**src/rtl/shared_cntr_arb_if.sv**
```systemverilog
// rtl/shared_cntr_arb_if.sv - requester-side bundle for the shared counter arbiter
interface shared_cntr_arb_if #(
  parameter int WIDTH = 16
);
  logic [3:0]         req;
  logic [4*WIDTH-1:0] lim_flat;
  logic [3:0]         grant;
  logic [3:0]         done;
  logic               busy;
  logic [WIDTH-1:0]   cnt_q;

  modport master (
    output req, lim_flat,
    input  grant, done, busy, cnt_q
  );

  modport slave (
    input  req, lim_flat,
    output grant, done, busy, cnt_q
  );
endinterface

```
**src/rtl/shared_cntr_arb.sv**
```systemverilog
// rtl/shared_cntr_arb.sv - round-robin arbiter sharing one up-counter among 4 requesters
module shared_cntr_arb #(
  parameter int WIDTH = 16
) (
  input  logic            clk,
  input  logic            reset,
  shared_cntr_arb_if.slave bus
);

  typedef enum logic [1:0] {
    IDLE = 2'd0,
    RUN  = 2'd1,
    DONE = 2'd2
  } state_t;

  state_t           state_q, state_d;
  logic [3:0]       grant_q, grant_d;
  logic [3:0]       done_q, done_d;
  logic             busy_q, busy_d;
  logic [WIDTH-1:0] cnt_q, cnt_d;
  logic [WIDTH-1:0] lim_q, lim_d;
  logic [1:0]       ptr_q, ptr_d;
  logic [1:0]       owner_q, owner_d;

  logic             found;
  logic [1:0]       sel;
  logic [1:0]       idx;
  logic [WIDTH-1:0] lim_sel;

  // Circular search starting at the round-robin pointer; first set request wins.
  always_comb begin
    found = 1'b0;
    sel   = ptr_q;
    idx   = ptr_q;
    for (int i = 0; i < 4; i++) begin
      idx = ptr_q + 2'(i);
      if (!found && bus.req[idx]) begin
        found = 1'b1;
        sel   = idx;
      end
    end
    lim_sel = bus.lim_flat[sel*WIDTH +: WIDTH];
  end

  always_comb begin
    state_d = state_q;
    grant_d = grant_q;
    done_d  = 4'b0000;
    busy_d  = busy_q;
    cnt_d   = cnt_q;
    lim_d   = lim_q;
    ptr_d   = ptr_q;
    owner_d = owner_q;
    unique case (state_q)
      IDLE: begin
        grant_d = 4'b0000;
        busy_d  = 1'b0;
        cnt_d   = '0;
        if (found) begin
          state_d = RUN;
          grant_d = 4'b0001 << sel;
          busy_d  = 1'b1;
          lim_d   = lim_sel;
          ptr_d   = sel + 2'd1;
          owner_d = sel;
        end
      end
      RUN: begin
        if (!bus.req[owner_q]) begin
          state_d = IDLE;
          grant_d = 4'b0000;
          busy_d  = 1'b0;
          cnt_d   = '0;
        end else if (cnt_q == lim_q) begin
          // done is registered, so it is raised on entry to DONE.
          state_d = DONE;
          done_d  = 4'b0001 << owner_q;
        end else begin
          cnt_d = cnt_q + WIDTH'(1);
        end
      end
      DONE: begin
        state_d = IDLE;
        grant_d = 4'b0000;
        busy_d  = 1'b0;
        cnt_d   = '0;
      end
      default: begin
        state_d = IDLE;
        grant_d = 4'b0000;
        busy_d  = 1'b0;
        cnt_d   = '0;
      end
    endcase
  end

  always_ff @(posedge clk) begin
    if (reset) begin
      state_q <= IDLE;
      grant_q <= 4'b0000;
      done_q  <= 4'b0000;
      busy_q  <= 1'b0;
      cnt_q   <= '0;
      lim_q   <= '0;
      ptr_q   <= 2'd0;
      owner_q <= 2'd0;
    end else begin
      state_q <= state_d;
      grant_q <= grant_d;
      done_q  <= done_d;
      busy_q  <= busy_d;
      cnt_q   <= cnt_d;
      lim_q   <= lim_d;
      ptr_q   <= ptr_d;
      owner_q <= owner_d;
    end
  end

  assign bus.grant = grant_q;
  assign bus.done  = done_q;
  assign bus.busy  = busy_q;
  assign bus.cnt_q = cnt_q;

endmodule

```
**src/flat_wrapper.sv**
```systemverilog
// flat-port wrapper written by rule: the top's interface ports become plain ports
module shared_cntr_arb_flat 
#(
  parameter int WIDTH = 16
)
  (clk, reset, bus_req, bus_lim_flat, bus_grant, bus_done, bus_busy, bus_cnt_q);
  shared_cntr_arb_if #(.WIDTH(WIDTH)) bus_i ();
  input  logic clk;
  input  logic reset;
  input wire logic [$bits(bus_i.req)-1:0] bus_req;
  input wire logic [$bits(bus_i.lim_flat)-1:0] bus_lim_flat;
  output wire logic [$bits(bus_i.grant)-1:0] bus_grant;
  output wire logic [$bits(bus_i.done)-1:0] bus_done;
  output wire logic [$bits(bus_i.busy)-1:0] bus_busy;
  output wire logic [$bits(bus_i.cnt_q)-1:0] bus_cnt_q;
  assign bus_i.req = bus_req;
  assign bus_i.lim_flat = bus_lim_flat;
  assign bus_grant = bus_i.grant;
  assign bus_done = bus_i.done;
  assign bus_busy = bus_i.busy;
  assign bus_cnt_q = bus_i.cnt_q;
  shared_cntr_arb #(.WIDTH(WIDTH)) u_core (.clk(clk), .reset(reset), .bus(bus_i));
endmodule
```
**config.mk**
```make
export PLATFORM = sky130hd
export DESIGN_NAME = shared_cntr_arb_flat
export DESIGN_NICKNAME = d
export VERILOG_FILES = /design/src/rtl/shared_cntr_arb_if.sv /design/src/rtl/shared_cntr_arb.sv /design/src/flat_wrapper.sv
export SDC_FILE = /design/constraint.sdc
export NUM_CORES = 1
export LEC_CHECK = 0
export ABC_AREA = 1
export CAP_MARGIN = 40
export CORE_MARGIN = 4
export CORE_UTILIZATION = 52
export DETAILED_ROUTE_END_ITERATION = 8
export GPL_ROUTABILITY_DRIVEN = 0
export PLACE_DENSITY = 0.94
export SLEW_MARGIN = 15
export SYNTH_ARGS = -nofsm -noshare
export SYNTH_HDL_FRONTEND = slang
export SYNTH_SLANG_ARGS = --single-unit
```
**constraint.sdc**
```tcl
create_clock -name clk -period 4.99 [get_ports clk]
set_clock_uncertainty 0.1 [all_clocks]
set_input_delay 0.998 -clock clk [delete_from_list [all_inputs] [get_ports clk]]
set_output_delay 0.998 -clock clk [all_outputs]
set_load 0.01 [all_outputs]
```
==> qor.yml <==
outcome: "completed"
die-area_um2: 7620
crit_chain: "clkdlybuf4s50_1 > clkinv_1 > nand3_1 > clkinv_1 > nand3_1 > nand2_1"
grtUsageMet3_pct: 4.73
synth_seq_cells: 47
ys_warn_count: 0
start_util_pct: 54.3
num_antenna_cells: 0
fmax_ghz: 0.304
setup_viol: 0
clk_latency_ns: 0.31
clock_sinks: 47
grt_max_degree: 34
critPathRequiredTime_ns: 5.10
cts_tree: "done"
vias: 3889
postCtsResizedCells: 0
grt_pass1_vias: 3600
vdd_drop_max_uv: 310
layout.nets: 692
area_delta_synth_final_pct: 30.8
seq_area_frac_synth_pct: 28.8
synth_cells: 542
cts_buffer_depth: 2
synth_top_area_cell: "dfxtp_1"
path_delay_family: "buffers and inverters"
fp-row-count: 28
power_density_nw_per_um2: 518
ys_types: 29
power.leakage_nw: 1.98
finalMaxSlewViolations: 0
drcViolationCount: 0
top_usage_layer: "met2"
worstMarginPinSlew_ns: 0.585
hold_viol: 0
cts_hold_buf: 0
io_buffers: 94
cp_num_buf_inv: 3
rsz0062_at_grt: "false"
syn-num-nets: 613
antenna_found_initial: 0
wl_um: 9620
fin_tns_setup_ns: 0
syn_area_per_cell_um2: 6.04
cp-end-kind: "flop"
ant_nets: 0
syn-cell-area_um2: 3270
place_hpwl_um: 7220
crit_fanout: 14
min_period_ns: 3.29
hold_class: "reg2reg"
ios: 95
die_x_um: 87.3
track_usage_pct: 25.3
worst_hold_slack_ns: 0.372
postCtsSetupBuffers: 0
cpPeakStageDelay_ns: 0.79
grtUsageMet2_pct: 44.2
grt_overflow: 0
drt_iter0_markers: 328
wl_per_cell_um: 13.8
synthTopCellsByArea: "dfxtp_1 (29%), nand2_1 (24%), nand3_1 (14%)"
max-cap-violations: 0
cts_made_buffers: 5
grt_first_pass_wirelength_um: 15600
slew_headroom_pct: 60.8
vias_per_cell: 5.59
htreeDepth: 2
core_um2: 6030
die_h_um: 87.3
postLayoutCellArea_um2: 4280
firstDrtPassIters: 5
critical_path_class: "in2reg"
critPathArrivalTime_ns: 3.40
crit_path_start_kind: "input port"
finalPower_mw: 2.22
met1_usage_pct: 30.1
root_buffer: "clkbuf_8"
slowest_stage: "clkdlybuf4s50_1"
path_clk_slew_ns: 0.09
min_period_over_period_pct: 66.0
dpl_cell_area_um2: 4160
synth_top_cell_area_share_pct: 28.8
layout-drive-gt1-share_pct: 5.15
logic make-up (layout without fill, tap and decap cells):
logic type                 count (synthesis)  count (layout)  share of synthesized area (%)
and+or+nand+nor                          364             364                           49.2
buffers and inverters                     72             151                           9.98
DFF                                       47              47                           28.8
AOI/OAI and AO/OA                         38              38                           6.35
xor gates and xnor gates                  20              20                           5.35
adders and majority gates                  1               1                          0.382
power by group:
part	internal [mW]	switching, mW
Clock	0.109	0.128
Combinational	0.488	0.947
Sequential	0.466	0.0772
Total	1.06	1.15
metal layers:
metal	routed length (um)	share of wire, %
met1	3650	38
met2	4920	51
met3	711	7.4
met4	340	3.5
met5	0	0
sequential cells by signal, indices dropped and copies added, names as in the netlist:
| register | count |
|---|---|
| u_core.ptr_q | 2 |
| u_core.lim_q | 16 |
| u_core.bus.busy | 1 |
| u_core.bus.done | 4 |
| u_core.owner_q | 2 |
| u_core.state_q | 2 |
| u_core.bus.grant | 4 |
| u_core.bus.cnt_q | 16 |
synthesized netlist by cell type:
library cell,number
inv_1,43
o21ai_1,3
o21a_1,1
ha_1,1
xnor2_1,12
nor2_4,1
clkinv_1,2
a21oi_2,1
nor3_1,11
nand2_4,2
buf_2,9
nor2_1,30
nand3b_1,2
o21ai_4,1
buf_6,4
nand3_1,89
inv_2,4
xor2_1,8
nand4_4,1
clkbuf_1,6
buf_4,4
nand4_2,2
a21oi_1,23
nand2_2,12
nor4_1,3
o21ai_0,9
nand2_1,205
dfxtp_1,47
nand4_1,6
layout by cell type, fill, tap and decap left out:
cell	netlist	routed
a21oi_2	1	1
xnor2_1	12	12
inv_2	4	4
a21oi_1	23	23
nand2_4	2	2
buf_16	0	1
nand4_4	1	1
nor2_4	1	1
ha_1	1	1
clkdlybuf4s50_1	0	94
nand4_1	6	6
clkinv_2	0	1
dfxtp_1	47	47
o21ai_4	1	1
o21ai_1	3	3
nand4_2	2	2
o21ai_0	9	9
nand2_1	205	205
inv_1	43	43
o21a_1	1	1
nand3b_1	2	2
nand3_1	89	89
nor4_1	3	3
xor2_1	8	8
clkbuf_8	0	6
clkinv_1	2	2
nor2_1	30	30
nor3_1	11	11
nand2_2	12	12
tightest hold or removal path, cell delays in order, from the launching register on:
cell and delay, ns:
dfxtp_1 0.31, nand2_1 0.06, o21ai_1 0.06
stage by stage:
stage          worst slack [ns]  utilization (%)  cells
6_report                   1.70             71.0    696
5_1_grt                    1.45             71.0    696
4_1_cts                    1.51             70.6    695
3_5_place_dp               1.19             69.1    688
3_3_place_gp               1.34             69.1    688
2_1_floorplan              2.63                -    542
worst paths after layout:
| check | end | slack [ns] | start | depth (start not counted) |
|---|---|---|---|---|
| min reg2reg | u_core.bus.grant[3]$_SDFFE_PP0P_ | 0.37 | u_core.bus.grant[3]$_SDFFE_PP0P_ | 2 |
| max reg2reg | u_core.lim_q[13]$_SDFFE_PP0P_ | 1.99 | u_core.ptr_q[0]$_SDFFE_PP0P_ | 15 |
| max | u_core.bus.cnt_q[1]$_SDFFE_PP0P_ | 1.70 | reset | 6 |
| min | u_core.bus.grant[3]$_SDFFE_PP0P_ | 0.37 | u_core.bus.grant[3]$_SDFFE_PP0P_ | 2 |
area by class of cell:
cell class	count	area, um^2
fillers	494	1750
repair buffers	95	968
inverters	49	184
well taps	75	93.8
multi-input cells	423	2000
clock inverters	1	5.00
flip-flops and latches	47	941
clock buffers	6	82.6
Power figures use the tool's default switching activity.
